<file path="src/rtl/pipe_skid_stage.sv">
// pipe_skid_stage: two-entry skid buffer that cuts the ready path between pipeline stages, with flush and bubble insertion
module pipe_skid_stage #(
    parameter int                DATA_W          = 64,
    parameter logic [DATA_W-1:0] FLUSH_VAL       = '0,
    parameter bit                BUBBLE_ON_EMPTY = 1'b1
) (
    input  logic              clk,
    input  logic              rst_n,
    input  logic              flush,
    input  logic              in_valid,
    output logic              in_ready,
    input  logic [DATA_W-1:0] in_data,
    output logic              out_valid,
    input  logic              out_ready,
    output logic [DATA_W-1:0] out_data,
    output logic [1:0]        occ
);
    typedef enum logic [1:0] {EMPTY = 2'd0, FULL = 2'd1, SKID = 2'd2} state_t;
    state_t            state, state_next;
    logic [DATA_W-1:0] main_data, main_next, skid_data, skid_next;
    logic              accept, take, valid_next, ready_next;
    logic [1:0]        occ_next;
    assign accept   = in_valid & in_ready;
    assign take     = out_valid & out_ready;
    assign out_data = main_data;
    // State, payload and handshake outputs all live in flops so in_ready has no path from any input
    always_ff @(posedge clk or negedge rst_n) begin
        if (!rst_n) begin
            state     <= EMPTY;
            main_data <= FLUSH_VAL;
            skid_data <= FLUSH_VAL;
            out_valid <= 1'b0;
            in_ready  <= 1'b1;
            occ       <= 2'd0;
        end else begin
            state     <= state_next;
            main_data <= main_next;
            skid_data <= skid_next;
            out_valid <= valid_next;
            in_ready  <= ready_next;
            occ       <= occ_next;
        end
    end
    // Next state and payload moves; flush overrides every handshake
    always_comb begin
        state_next = state;
        main_next  = main_data;
        skid_next  = skid_data;
        if (flush) begin
            state_next = EMPTY;
            main_next  = FLUSH_VAL;
            skid_next  = FLUSH_VAL;
        end else begin
            case (state)
                EMPTY: begin
                    if (accept) begin
                        main_next  = in_data;
                        state_next = FULL;
                    end
                end
                FULL: begin
                    if (accept && take) begin
                        main_next = in_data;
                    end else if (accept) begin
                        skid_next  = in_data;
                        state_next = SKID;
                    end else if (take) begin
                        main_next  = BUBBLE_ON_EMPTY ? FLUSH_VAL : main_data;
                        state_next = EMPTY;
                    end
                end
                SKID: begin
                    if (take) begin
                        main_next  = skid_data;
                        state_next = FULL;
                    end
                end
                default: begin
                    state_next = EMPTY;
                    main_next  = FLUSH_VAL;
                    skid_next  = FLUSH_VAL;
                end
            endcase
        end
    end
    // Handshake outputs decoded from the next state so they land in flops alongside it
    always_comb begin
        valid_next = state_next != EMPTY;
        ready_next = state_next != SKID;
        occ_next   = state_next == SKID ? 2'd2 : state_next == FULL ? 2'd1 : 2'd0;
    end
endmodule
</file>
<file path="config.mk">
export PLATFORM = sky130hd
export DESIGN_NAME = pipe_skid_stage
export DESIGN_NICKNAME = d
export VERILOG_FILES = /design/src/rtl/pipe_skid_stage.sv
export SDC_FILE = /design/constraint.sdc
export NUM_CORES = 1
export LEC_CHECK = 0
export BUFFER_PORTS_ARGS = -buffer_cell sky130_fd_sc_hd__buf_2
export CELL_PAD_IN_SITES_DETAIL_PLACEMENT = 0
export CELL_PAD_IN_SITES_GLOBAL_PLACEMENT = 1
export CORE_MARGIN = 4
export CORE_UTILIZATION = 35
export DETAILED_ROUTE_END_ITERATION = 10
export HOLD_SLACK_MARGIN = 0.08
export PLACE_DENSITY = 0.72
export RECOVER_POWER = 50
export SETUP_SLACK_MARGIN = 0.3
export SYNTH_ARGS = -nofsm -noshare
export SYNTH_HDL_FRONTEND = slang
export SYNTH_SLANG_ARGS = --single-unit
</file>
<file path="constraint.sdc">
create_clock -name clk -period 2.1 [get_ports clk]
set_input_delay 0.105 -clock clk [delete_from_list [all_inputs] [get_ports clk]]
set_output_delay 0.105 -clock clk [all_outputs]
set_load 0.05 [all_outputs]
</file>
=== Word level (Yosys, flattened, before mapping) ===
Index checks and enable logic that the tools add are counted.

* Register bits after elaboration: 134
* Latch bits: 0
* Memory bits (writable): 0
* ROM bits: 0
* Bits of input ports: 69
* Output and inout bits: 68
* Logic and storage cells: 45
* Memories: 0

* $add $sub $neg: 0
* $mul: 0
* Div/mod/pow operators: 0
* $lt $le $gt $ge: 0
* Equal/unequal tests: 12
* Shift operators: 0
* Mux-type cells: 19
* Bitwise gates (word level): 2
* Reductions and logical operators: 6

{| class="wikitable"
|+ Operator list
! kind !! count
|-
| two-way mux 64 bit || 8
|-
| one-hot mux 64 bit (3 select lines) || 1
|-
| one-hot mux 64 bit (2 select lines) || 1
|-
| two-way mux 2 bit || 7
|-
| != test 3 bit (second input constant) || 4
|-
| != test 4 bit (second input constant) || 2
|-
| one-hot mux 2 bit (3 select lines) || 1
|-
| equality test 2 x 1 -> 1 bit (second input constant) || 2
|-
| equality test 2 bit (second input constant) || 2
|-
| AND reduction 4 bit || 1
|-
| AND reduction 3 bit || 1
|-
| AND 1 bit || 2
|-
| logical NOT 2 bit || 1
|-
| != test 2 x 1 -> 1 bit (second input constant) || 1
|-
| != test 2 bit (second input constant) || 1
|-
| nonzero test 2 bit || 1
|-
| OR reduction 2 bit || 1
|-
| logical AND 1 bit || 1
|-
| two-way mux 1 bit || 1
|}

=== Longest topological paths before layout ===
* Word-level depth: 9
* Depth in mapped cells: 7
* Mapped depth without buffers: 4

=== Worst setup path after synthesis ===
OpenSTA, ideal clock, no wires.

* Path kind: register to register
* Start point: register out_valid
* End point: register main_data[10], in the netlist out_data[10]
* Setup time: 0.126 ns
* Arrival time: 1.741 ns
* Required time: 1.974 ns
* Setup slack: 0.234 ns
* Cell stages (with the launch flop): 7
* Buffers on the path: 2
* Period minus slack after synthesis: 1.866 ns
* Cells stage by stage: dfrtp_1 -> and2_0 -> a22oi_1 -> a21o_1 -> buf_2 -> buf_2 -> o2bb2ai_2

* Cells in the longest elaborated chain, start to end: 5
* Elaborated cells on any way between the ends: 9
* Those cells by class: eq/ne (3); mux (3); bitwise (1); reduce/logical (2)

{| class="wikitable"
|+ Ends and longest elaborated chain
! what !! RTL line !! text
|-
| start: declaration || 13 || <nowiki>output logic out_valid,</nowiki>
|-
| start signal: assignment || 39 || <nowiki>out_valid <= valid_next;</nowiki>
|-
| AND 1 bit (*) || 24 || <nowiki>assign take = out_valid & out_ready;</nowiki>
|-
| logical AND 1 bit || 62 || <nowiki>if (accept && take) begin</nowiki>
|-
| two-way mux 64 bit || 62 ||
|-
| one-hot mux 64 bit (3 select lines) || 54 || <nowiki>case (state)</nowiki>
|-
| two-way mux 64 bit || 49 || <nowiki>if (flush) begin</nowiki>
|-
| end signal: assignment || 37 || <nowiki>main_data <= main_next;</nowiki>
|-
| end: declaration || 20 || <nowiki>logic [DATA_W-1:0] main_data, main_next, skid_data, skid_next;</nowiki>
|}

Mark *: on every way between the ends. The rest lies on a longest branch, timed or not.
A chain may end at the register's enable or synchronous reset.

=== Final worst setup path ===
* Start point: register state[1]
* End point: register main_data[37], in the netlist out_data[37]

* Cells in the longest elaborated chain, start to end: 3
* Elaborated cells on any way between the ends: 10
* Those cells by class: eq/ne (6); mux (2); reduce/logical (2)

{| class="wikitable"
|+ Ends and longest elaborated chain
! what !! RTL line !! text
|-
| start: declaration || 19 || <nowiki>state_t state, state_next;</nowiki>
|-
| start signal: assignment || 36 || <nowiki>state <= state_next;</nowiki>
|-
| equality test 2 x 1 -> 1 bit, or another cell as far along || 54 ||
|-
| != test 4 bit (no line), or another cell as far along || -- ||
|-
| AND reduction 4 bit (no line) / two-way mux 64 bit (equally long branches) || -- ||
|}

Parallel ways exist; a longest one is shown, timed or not.

==> impl_metrics.csv <==
group,metric,value,unit
status,status,"complete, no violations",
pwr,p_per_area,960,nW/um^2
cts,h-tree-depth,4,
cts,cts_made_buffers,17,
logic_synthesis,syn-num-nets,568,
global_routing,grt_max_degree,65,
critical_path,arrival,2.07,ns
timing,fin_tns_setup,0,ns
detailed_routing,wl,17.9,mm
global_routing,gr-total-overflow,0,
critical_path,worstPathRequired,2.43,ns
place,place_area,6750,sq um
timing,setup_viol,0,
timing,tightestPinTransition,0.989,ns
worst_hold_path,hold_class,"in -> reg",
logic_synthesis,yosys_warnings,0,
logic_synthesis,yosys.area_share.adder,0,%
critical_path,critPathCaptureType,"register",
run,maxCapViolations,0,
finish,finalInstanceArea,8170,sq um
critical_path,worstSetupStartpointType,"register",
cts,clkSinkCount,134,
global_routing,grt_pass1_vias,5325,
detailed_routing,wl_per_cell,19.4,microns
pwr,power_leakage,3.70,nW
detailed_routing,remaining_drc_errors,0,
detailed_routing,drtAntennaViolNets,0,
pwr,irDropWorstVdd,0.608,mV
detailed_routing,dr.pass1.iters,5,
finish,seq_area,3360,sq um
floorplan,start_util,36.2,%
cts,clock_latency,0.41,ns
timing,slew_headroom,34.0,%
finish,syn_to_final_growth,40.1,%
logic_synthesis,synth-seq-cells,134,
finish,drive_gt1_share,26.2,%
worst_hold_path,hold_depth,4,
logic_synthesis,synth_compound_area_share,29.2,%
cts,clock_path_buffers,2,
detailed_routing,num_vias,5109,
global_routing,grt_usage,19.3,%
global_routing,antenna_found_initial,1,
place,place_congestion,0.765,
global_routing,grt_pass1_wl,28.2,mm
cts,cts_tree,"yes",
timing,drv_slew,0,
timing,hold_viol,0,
logic_synthesis,synth_seq_area_share,57.5,%
logic_synthesis,synth_top_family_by_area,"compound AO/OA/AOI/OAI gates",
finish,nNetsFinal,762,
cts,cts-root-buf,"clkbuf_16",
place,dp_hpwl,10.2,mm
critical_path,cp_max_fo,26,
finish,n_fill_cell,1483,
timing,min_period,1.74,ns
floorplan,io_pins,137,
timing,finalCritPeriodShare,82.8,%
logic_synthesis,syn_avg_cell_area,11.7,sq um
pwr,total_power,7.84,mW
floorplan,die-height,137,microns
timing,rsz0062_at_grt,"no",
critical_path,crit_type,"reg -> reg",
logic_synthesis,synth-simple-area-share,8.13,%
logic_synthesis,ys_types,31,
timing,max_freq,575,MHz
finish,antennaDiodeCount,0,
logic_synthesis,synth_mux_area_share,0.193,%
critical_path,reg2reg_depth,6,
logic_synthesis,syn-cell-area,5830,sq um
logic_synthesis,synthCells,499,
detailed_routing,viasPerCell,5.54,
timing,worst_clock_skew,0.00808,ns
cts,clk_pin_slew,0.06,ns
floorplan,die_w,137,microns
floorplan,core.rowCount,46,
logic_synthesis,synth-xor-area-share,0,%
finish,multi_input_area,2210,sq um
floorplan,core_area,16100,sq um
floorplan,dieArea,18800,sq um
place,portBuffers,136,
detailed_routing,dr.first_iter.drc_count,301,
-- registers in the layout (all words and copies together) (netlist names) --
register / count
out_valid: 1
in_ready: 1
occ: 2
state: 2
out_data: 64
skid_data: 64
-- routing by layer --
metal  track usage [%]  vias to the layer above  share of wire (%)
li1                  -                     2304                  -
met1              26.4                     2618                 47
met2              30.6                      167                 47
met3              4.19                       18                4.8
met4              5.99                        2                1.2
met5                 0                        -              0.073
-- path summary, 6_finish.rpt --
check,startpoint,to,slack (ns)
max in group asynchronous,rst_n,out_data[6],0.50
max reg2reg,state[1],out_data[37],0.36
min,out_ready,out_valid,0.16
max,state[1],out_data[37],0.36
min in group asynchronous,rst_n,skid_data[62],0.37
min reg2reg,out_data[15],out_data[15],0.49
-- worst max-delay path, cell delays in order, from the launching register on --
cell       delay (ns)
dfrtp_2          0.43
buf_8            0.17
or3_4            0.39
a21oi_4          0.17
buf_12           0.16
buf_6            0.18
o2bb2ai_1        0.15
-- Yosys cell counts --
cell / instances / area share [%]
a211o_1: 1 / 0.15
a21boi_2: 1 / 0.19
a21o_1: 2 / 0.26
a21oi_1: 7 / 0.60
a21oi_2: 1 / 0.15
a21oi_4: 1 / 0.28
a22oi_1: 117 / 15
a31oi_1: 10 / 1.1
a32oi_1: 1 / 0.15
and2_0: 1 / 0.11
and2_1: 2 / 0.21
and3b_1: 1 / 0.15
buf_2: 19 / 1.6
buf_6: 7 / 1.4
clkbuf_1: 26 / 1.7
dfrtp_1: 133 / 57
dfstp_2: 1 / 0.45
inv_1: 5 / 0.32
mux2_2: 1 / 0.19
nand2_1: 16 / 1.0
nand3b_1: 20 / 2.6
nand4_1: 1 / 0.11
nor2_1: 52 / 3.3
nor2b_1: 2 / 0.21
nor3_1: 1 / 0.086
o21bai_1: 2 / 0.26
o2bb2ai_1: 54 / 8.1
o2bb2ai_2: 10 / 2.6
o32ai_1: 2 / 0.30
or2_2: 1 / 0.11
or3_4: 1 / 0.19
-- stage by stage --
| step | utilization (%) | setup slack, ns | instances | hold slack (ns) |
|---|---|---|---|---|
| 4_1_cts | 50.6 | 0.318 | 920 | 0.0986 |
| 6_report | 50.7 | 0.361 | 922 | 0.160 |
| 3_5_place_dp | 41.9 | 0.263 | 818 | -0.00487 |
| 2_1_floorplan | - | 0.319 | 499 | -0.191 |
| 5_1_grt | 50.7 | 0.191 | 922 | 0.176 |
| 3_3_place_gp | 41.9 | 0.307 | 818 | -0.00176 |
-- cell usage in the layout (no fill, tap or decap), drive strengths merged --
cell type    count
clkbuf          56
inv             10
dlygate4sd3     65
dfstp            1
clkinvlp         2
buf            123
o2bb2ai         64
or3              1
a211o            1
nor2            52
nand4            1
clkinv           4
or2              1
a32oi            1
nor3             1
dfrtp          133
nor2b            2
and2             3
bufinv           4
a21boi           1
and3b            1
o21bai           2
o32ai            2
a21o             2
a31oi           10
a21oi            9
a22oi          117
nand2           16
mux2             1
nand3b          20
-- power by group --
group / leakage [nW] / internal, mW / switching [mW] / total (mW)
sequential: 1.82 / 2.78 / 0.137 / 2.92
clock: 0.308 / 2.02 / 1.22 / 3.24
combinational: 1.56 / 0.560 / 1.12 / 1.68
total: 3.70 / 5.36 / 2.47 / 7.84
-- layout make-up --
cell class	instances	share of cell area [%]
Sequential cell	134	41.1
Multi-Input combinational cell	308	27.1
Timing Repair Buffer	227	20.3
Clock buffer	17	5.21
Tap cell	216	3.31
Clock inverter	15	2.68
Inverter	5	0.230
-- kinds of logic (layout without fill, tap and decap cells) --
group | after synthesis | after routing
buffers and inverters | 57 | 264
AND/OR/NAND/NOR | 98 | 98
AO/OA/AOI/OAI | 209 | 209
flip-flops | 134 | 134
multiplexers | 1 | 1
-- timing repair --
action	4_1_cts	5_1_grt
setup endpoints to repair	79	98
gates cloned	2	2
resized for setup	4	8
hold buffers	65	0
setup buffers	3	0
hold endpoints to repair	261	0
No activity file was read; power rests on OpenSTA's default activity.
